### config.mk
export PLATFORM = sky130hd
export DESIGN_NAME = uart_apb_sequencer_flat
export DESIGN_NICKNAME = d
export VERILOG_FILES = /design/src/rtl/uart_apb_sequencer_if.sv /design/src/rtl/uart_apb_sequencer.sv /design/src/flat_wrapper.sv
export SDC_FILE = /design/constraint.sdc
export NUM_CORES = 1
export LEC_CHECK = 0
export ABC_CLOCK_PERIOD_IN_PS = 2600
export CAP_MARGIN = 20
export CORE_ASPECT_RATIO = 0.7
export CORE_MARGIN = 5
export CORE_UTILIZATION = 40
export DETAILED_ROUTE_END_ITERATION = 8
export HOLD_SLACK_MARGIN = 0.03
export MAX_ROUTING_LAYER = met4
export PLACE_DENSITY = 0.71
export SLEW_MARGIN = 40
export SYNTH_ARGS = -nofsm -noshare
export SYNTH_HDL_FRONTEND = slang
export SYNTH_SLANG_ARGS = --single-unit
export TNS_END_PERCENT = 50
### constraint.sdc
create_clock -name PCLK -period 2.6 [get_ports PCLK]
set_input_delay 0.78 -clock PCLK [delete_from_list [all_inputs] [get_ports PCLK]]
set_output_delay 0.78 -clock PCLK [all_outputs]
set_load 0.02 [all_outputs]
### src/rtl/uart_apb_sequencer_if.sv
`default_nettype none
// ============================================================================
// Module  : uart_apb_sequencer_if
// Brief   : APB3 master bus plus TX/RX byte streams of the UART sequencer.
// Revision: 1.0
// ============================================================================
interface uart_apb_sequencer_if;
    logic [4:0] M_PADDR;
    logic       M_PSEL;
    logic       M_PENABLE;
    logic       M_PWRITE;
    logic [7:0] M_PWDATA;
    logic [7:0] M_PRDATA;
    logic       M_PREADY;
    logic       M_PSLVERR;
    logic       tx_valid;
    logic [7:0] tx_data;
    logic       tx_ready;
    logic       rx_valid;
    logic [7:0] rx_data;
    logic       rx_ready;

    modport master (
        output M_PADDR, M_PSEL, M_PENABLE, M_PWRITE, M_PWDATA,
        input  M_PRDATA, M_PREADY, M_PSLVERR,
        input  tx_valid, tx_data,
        output tx_ready,
        output rx_valid, rx_data,
        input  rx_ready
    );

    modport slave (
        input  M_PADDR, M_PSEL, M_PENABLE, M_PWRITE, M_PWDATA,
        output M_PRDATA, M_PREADY, M_PSLVERR,
        output tx_valid, tx_data,
        input  tx_ready,
        input  rx_valid, rx_data,
        output rx_ready
    );
endinterface
`default_nettype wire

### src/rtl/uart_apb_sequencer.sv
`default_nettype none
// ============================================================================
// Module  : uart_apb_sequencer
// Brief   : APB3 master that configures a CoreUARTapb and moves TX/RX bytes.
// Revision: 1.0
// ============================================================================
module uart_apb_sequencer #(
    parameter logic [12:0] BAUD_VALUE = 13'd1,
    parameter logic        BIT8       = 1'b1,
    parameter logic        PARITY_EN  = 1'b0,
    parameter logic        ODD_N_EVEN = 1'b0
) (
    input  logic                        PCLK,
    input  logic                        PRESETN,
    uart_apb_sequencer_if.master        bus,
    output logic [3:0]                  err,
    input  logic                        err_clr,
    output logic                        cfg_done
);
    localparam logic [4:0] c_ADDR_TXDATA = 5'h00;
    localparam logic [4:0] c_ADDR_RXDATA = 5'h04;
    localparam logic [4:0] c_ADDR_CTRL1  = 5'h08;
    localparam logic [4:0] c_ADDR_CTRL2  = 5'h0C;
    localparam logic [4:0] c_ADDR_STATUS = 5'h10;
    localparam logic [7:0] c_CTRL1_VAL   = BAUD_VALUE[7:0];
    localparam logic [7:0] c_CTRL2_VAL   = {BAUD_VALUE[12:8], ODD_N_EVEN, PARITY_EN, BIT8};

    typedef enum logic [2:0] {
        S_CFG1   = 3'd0,
        S_CFG2   = 3'd1,
        S_POLL   = 3'd2,
        S_DECIDE = 3'd3,
        S_TXWR   = 3'd4,
        S_RXRD   = 3'd5,
        S_GAP    = 3'd6
    } state_t;

    state_t     r_state;
    state_t     w_next;
    logic       r_run;
    logic       r_access;
    logic       r_last_tx;
    logic [1:0] r_status;
    logic [7:0] r_tx_byte;
    logic       r_rx_valid;
    logic [7:0] r_rx_data;
    logic [3:0] r_err;
    logic [3:0] w_err_next;
    logic       r_cfg_done;

    logic       w_bus_state;
    logic       w_psel;
    logic       w_done;
    logic       w_write;
    logic [4:0] w_addr;
    logic [7:0] w_wdata;
    logic       w_tx_elig;
    logic       w_rx_elig;
    logic       w_pick_tx;
    logic       w_pick_rx;

    // Per-state APB request; address/data are held constant for the whole access.
    always_comb begin
        w_bus_state = 1'b0;
        w_addr      = '0;
        w_write     = 1'b0;
        w_wdata     = '0;
        case (r_state)
            S_CFG1: begin
                w_bus_state = 1'b1;
                w_addr      = c_ADDR_CTRL1;
                w_write     = 1'b1;
                w_wdata     = c_CTRL1_VAL;
            end
            S_CFG2: begin
                w_bus_state = 1'b1;
                w_addr      = c_ADDR_CTRL2;
                w_write     = 1'b1;
                w_wdata     = c_CTRL2_VAL;
            end
            S_POLL: begin
                w_bus_state = 1'b1;
                w_addr      = c_ADDR_STATUS;
            end
            S_TXWR: begin
                w_bus_state = 1'b1;
                w_addr      = c_ADDR_TXDATA;
                w_write     = 1'b1;
                w_wdata     = r_tx_byte;
            end
            S_RXRD: begin
                w_bus_state = 1'b1;
                w_addr      = c_ADDR_RXDATA;
            end
            default: ;
        endcase
    end

    // r_run holds the bus quiet until the first clock after reset release.
    assign w_psel    = r_run & w_bus_state;
    assign w_done    = w_psel & r_access & bus.M_PREADY;
    assign w_tx_elig = r_status[0] & bus.tx_valid;
    assign w_rx_elig = r_status[1] & ~r_rx_valid;

    always_comb begin
        w_next    = r_state;
        w_pick_tx = 1'b0;
        w_pick_rx = 1'b0;
        case (r_state)
            S_CFG1:   if (w_done) w_next = S_CFG2;
            S_CFG2:   if (w_done) w_next = S_POLL;
            S_POLL:   if (w_done) w_next = S_DECIDE;
            S_DECIDE: begin
                if (w_tx_elig && (!w_rx_elig || !r_last_tx)) begin
                    w_pick_tx = 1'b1;
                    w_next    = S_TXWR;
                end else if (w_rx_elig) begin
                    w_pick_rx = 1'b1;
                    w_next    = S_RXRD;
                end else begin
                    w_next    = S_POLL;
                end
            end
            S_TXWR:   if (w_done) w_next = S_GAP;
            S_RXRD:   if (w_done) w_next = S_GAP;
            S_GAP:    w_next = S_POLL;
            default:  w_next = S_CFG1;
        endcase
    end

    always_ff @(posedge PCLK or negedge PRESETN) begin
        if (!PRESETN) begin
            r_state  <= S_CFG1;
            r_run    <= 1'b0;
            r_access <= 1'b0;
        end else begin
            r_state  <= w_next;
            r_run    <= 1'b1;
            r_access <= w_psel & ~w_done;
        end
    end

    // Clear first, then OR in new flags so a same-cycle set survives err_clr.
    always_comb begin
        w_err_next = err_clr ? 4'b0000 : r_err;
        if (w_done && (r_state == S_POLL)) begin
            w_err_next[0] = w_err_next[0] | bus.M_PRDATA[2];
            w_err_next[2] = w_err_next[2] | bus.M_PRDATA[3];
            w_err_next[1] = w_err_next[1] | bus.M_PRDATA[4];
        end
        if (w_done && bus.M_PSLVERR) begin
            w_err_next[3] = 1'b1;
        end
    end

    always_ff @(posedge PCLK or negedge PRESETN) begin
        if (!PRESETN) begin
            r_status   <= '0;
            r_tx_byte  <= '0;
            r_last_tx  <= 1'b0;
            r_rx_valid <= 1'b0;
            r_rx_data  <= '0;
            r_err      <= '0;
            r_cfg_done <= 1'b0;
        end else begin
            r_err <= w_err_next;
            if (w_done && (r_state == S_POLL)) begin
                r_status <= bus.M_PRDATA[1:0];
            end
            if (w_pick_tx) begin
                r_tx_byte <= bus.tx_data;
                r_last_tx <= 1'b1;
            end else if (w_pick_rx) begin
                r_last_tx <= 1'b0;
            end
            if (w_done && (r_state == S_RXRD)) begin
                r_rx_data  <= bus.M_PRDATA;
                r_rx_valid <= 1'b1;
            end else if (r_rx_valid && bus.rx_ready) begin
                r_rx_valid <= 1'b0;
            end
            if (w_done && (r_state == S_CFG2)) begin
                r_cfg_done <= 1'b1;
            end
        end
    end

    assign bus.M_PSEL    = w_psel;
    assign bus.M_PENABLE = w_psel & r_access;
    assign bus.M_PADDR   = w_psel ? w_addr : 5'h00;
    assign bus.M_PWRITE  = w_psel & w_write;
    assign bus.M_PWDATA  = w_psel ? w_wdata : 8'h00;
    assign bus.tx_ready  = w_pick_tx;
    assign bus.rx_valid  = r_rx_valid;
    assign bus.rx_data   = r_rx_data;
    assign err           = r_err;
    assign cfg_done      = r_cfg_done;
endmodule
`default_nettype wire
### src/flat_wrapper.sv
// flat-port wrapper written by rule: the top's interface ports become plain ports
module uart_apb_sequencer_flat 
#(
    parameter logic [12:0] BAUD_VALUE = 13'd1,
    parameter logic        BIT8       = 1'b1,
    parameter logic        PARITY_EN  = 1'b0,
    parameter logic        ODD_N_EVEN = 1'b0
)
  (PCLK, PRESETN, err, err_clr, cfg_done, bus_M_PADDR, bus_M_PSEL, bus_M_PENABLE, bus_M_PWRITE, bus_M_PWDATA, bus_M_PRDATA, bus_M_PREADY, bus_M_PSLVERR, bus_tx_valid, bus_tx_data, bus_tx_ready, bus_rx_valid, bus_rx_data, bus_rx_ready);
  uart_apb_sequencer_if bus_i ();
  input  logic PCLK;
  input  logic PRESETN;
  output logic [3:0] err;
  input  logic err_clr;
  output logic cfg_done;
  output wire logic [$bits(bus_i.M_PADDR)-1:0] bus_M_PADDR;
  output wire logic [$bits(bus_i.M_PSEL)-1:0] bus_M_PSEL;
  output wire logic [$bits(bus_i.M_PENABLE)-1:0] bus_M_PENABLE;
  output wire logic [$bits(bus_i.M_PWRITE)-1:0] bus_M_PWRITE;
  output wire logic [$bits(bus_i.M_PWDATA)-1:0] bus_M_PWDATA;
  input wire logic [$bits(bus_i.M_PRDATA)-1:0] bus_M_PRDATA;
  input wire logic [$bits(bus_i.M_PREADY)-1:0] bus_M_PREADY;
  input wire logic [$bits(bus_i.M_PSLVERR)-1:0] bus_M_PSLVERR;
  input wire logic [$bits(bus_i.tx_valid)-1:0] bus_tx_valid;
  input wire logic [$bits(bus_i.tx_data)-1:0] bus_tx_data;
  output wire logic [$bits(bus_i.tx_ready)-1:0] bus_tx_ready;
  output wire logic [$bits(bus_i.rx_valid)-1:0] bus_rx_valid;
  output wire logic [$bits(bus_i.rx_data)-1:0] bus_rx_data;
  input wire logic [$bits(bus_i.rx_ready)-1:0] bus_rx_ready;
  assign bus_M_PADDR = bus_i.M_PADDR;
  assign bus_M_PSEL = bus_i.M_PSEL;
  assign bus_M_PENABLE = bus_i.M_PENABLE;
  assign bus_M_PWRITE = bus_i.M_PWRITE;
  assign bus_M_PWDATA = bus_i.M_PWDATA;
  assign bus_i.M_PRDATA = bus_M_PRDATA;
  assign bus_i.M_PREADY = bus_M_PREADY;
  assign bus_i.M_PSLVERR = bus_M_PSLVERR;
  assign bus_i.tx_valid = bus_tx_valid;
  assign bus_i.tx_data = bus_tx_data;
  assign bus_tx_ready = bus_i.tx_ready;
  assign bus_rx_valid = bus_i.rx_valid;
  assign bus_rx_data = bus_i.rx_data;
  assign bus_i.rx_ready = bus_rx_ready;
  uart_apb_sequencer #(.BAUD_VALUE(BAUD_VALUE), .BIT8(BIT8), .PARITY_EN(PARITY_EN), .ODD_N_EVEN(ODD_N_EVEN)) u_core (.PCLK(PCLK), .PRESETN(PRESETN), .bus(bus_i), .err(err), .err_clr(err_clr), .cfg_done(cfg_done));
endmodule
==> run metrics <==
CP endpoint kind output pin; Pwr Total 1.889 mW; Cell Count Post-Placement 199; Comb pwr share 31.8%; Seq pwr share 37.7%; max incr delay on CP 0.49 ns; Worst-Skew Late Latency 0.28 ns; Synth Flop Type dfrtp_1; number of DRC markers in iteration 0 25; critical path peak fanout 2; Leakage Power 0.9669 nW; first-pass GRT wire length 5244 µm; Routability Congestion 0.8227; initial core utilization 41.96%; Clk pwr share 30.5%; Die ar. 0.004622 mm²; worst path arrival time 1.77 ns; initial antenna violation count 0; setup total negative slack 0 ns; CTS root buffer clkbuf_8; Syn Area/Cell 12.28 µm²; post-DR vias/cell 5.000; Critical Path RT 1.82 ns; wirelength, routed 3173 µm; drt pass-1 iters 4; Fmax achieved 391.7 MHz; Num CTS Buffers 5; status complete, no violations; Pwr Density 919.2 mW/mm²; CTS Hold Bufs 0; Post-synth top cells dfrtp_1 (30), mux2_2 (18), and2_1 (9); Netlist cell types 33; fill cell count 254; core footprint 0.003191 mm²; worst-path cell chain clkdlybuf4s50_1 > nand2_2 > a2111oi_4 > buf_4; H-tree Lvls 2; largest net degree at the start of global routing 31; DP Wirelength 2448 µm; DRT antenna net count 0; Yosys reg bits 30; top cells by area, synth dfrtp_1 (56%), mux2_2 (15%), and2_1 (4.2%); CTS tree yes; port bufs 51; final worst-path cycle share 98.20%; Worst Skew 0.002521 ns; ant diodes 0; GR Overflow Total 0; unrepaired setup endpoints after global routing false; final setup vio count 0; Clock Sinks 30; final worst path period need 2.553 ns; largest area contributor in the netlist dfrtp_1; Hold Fails Final Rpt 0; wire per inst 15.33 µm; Longest Clk Path Bufs 2; DRC errors left 0; detailed-route via count 1035; slowest library cell on the worst path clkdlybuf4s50_1; maximum vdd ir drop 630.4 µV; Mapped Area 0.001339 mm²; CP Launch Type input pin; share of async-settable or async-resettable flops after synthesis 100.0%; max capacitance violation total 0; Worst Hold Class reg2reg; row count 17; Switching Fraction 30.12%; sequential-to-total area share from yosys stat 56.07%; die span in y 58.41 µm; Post-Syn Instances 109; CTS clk-pin slew, worst paths 0.06 ns; Tot GR Track Use 15.73%; synthesis-to-finish area growth 53.46%; Crit Path Class in2out; yosys warns 0; WHS Path Cells 1; R2R depth 4; # IOs 54; Die X 79.15 µm; layout cells sized above 1 24.85%; Final Max Tran Viols 0; cell with the most instances after synthesis dfrtp_1; total internal power 1.320 mW; layout net count 191; Final Non-Filler Cells 207; Switch Pwr 0.5688 mW; vias in the first global route 1075; Post-synth EDFFs 0; post-synth top area share 56.07%
-- kinds of logic (layout without fill, tap and decap cells) --
group / Yosys count / count (layout) / share of synthesized area [%]
compound gates: 18 / 18 / 11.12
buf+inv: 10 / 69 / 3.644
flops: 30 / 30 / 56.07
mux: 18 / 18 / 15.14
other cells: 2 / 3 / 0.5610
simple gates: 31 / 31 / 13.46
-- power groups by stage --
stage          logic [mW]  registers [mW]  clock network, mW
4_1_cts             0.602           0.704              0.590
5_1_grt             0.653           0.733              0.616
6_report            0.600           0.712              0.576
3_5_place_dp        0.608           0.709                  0
3_3_place_gp        0.593           0.702                  0
2_1_floorplan       0.360           0.693                  0
-- area by class of cell --
class	count	area [µm²]	share of cell area, %
well taps	38	47.55	2.314
repair buffers	57	544.3	26.49
clock buffers	6	82.58	4.019
clock inverters	2	60.06	2.923
inverters	4	15.01	0.7308
multi-input cells	70	551.8	26.86
flip-flops and latches	30	753.2	36.66
-- layout by cell type, fill, tap and decap left out, types with 3 or more instances in the layout --
cell type	instances
a22o_1	3
and2_1	9
and3_1	3
buf_4	7
clkbuf_8	6
clkdlybuf4s50_1	40
conb_1	3
dfrtp_1	28
dlygate4sd2_1	9
inv_1	4
mux2_2	18
nand2_1	3
nor2_1	4
-- per-stage QoR --
stage	util [%]	hold slack (ns)	area [µm²]	setup WS [ns]
3_3_place_gp	59.92	0.4603	1912	-0.5202
3_5_place_dp	59.92	0.4735	1912	-0.5669
4_1_cts	64.04	0.4870	2043	-0.04378
2_1_floorplan	-	0.4721	1343	0.2552
6_report	64.39	0.4856	2054	0.04681
5_1_grt	64.39	0.5119	2054	0.005433
-- worst max-delay path: cells and delay by family --
kind,cells,cell delay [ns]
buffers and inverters,2,0.69
AO/OA/AOI/OAI,1,0.22
AND/OR/NAND/NOR,1,0.08
-- final timing paths --
| check | from | slack (ns) | endpoint |
|---|---|---|---|
| max in group asynchronous | PRESETN | 1.42 | u_core.r_state[2] |
| hold reg to reg | u_core.cfg_done | 0.49 | u_core.cfg_done |
| hold / removal | u_core.cfg_done | 0.49 | u_core.cfg_done |
| setup reg to reg | u_core.r_state[1] | 0.94 | u_core.r_status[0] |
| setup / recovery | bus_tx_valid | 0.05 | bus_tx_ready |
| min in group asynchronous | PRESETN | 0.89 | u_core.err[3] |
-- layer usage --
layer	global-route usage [%]	vias up	routed length, µm
met2	21.82	44	1418
met1	19.92	489	1434
met3	7.951	3	298
li1	-	499	-
met4	5.147	0	21
met5	-	-	0
-- state kept, by name, indices dropped and copies added, names as in the netlist --
name / count
u_core.cfg_done: 1
u_core.r_state: 3
u_core.r_run: 1
u_core.r_tx_byte: 8
u_core.bus.rx_valid: 1
u_core.r_status: 2
u_core.bus.rx_data: 8
u_core.err: 4
u_core.r_access: 1
u_core.r_last_tx: 1
-- timing repair --
item,in CTS,in global routing
resized for setup,16,5
buffers inserted,0,0
pin swaps,1,1
setup endpoints to repair,12,10
Note: power is estimated with default switching activity, not from simulation.
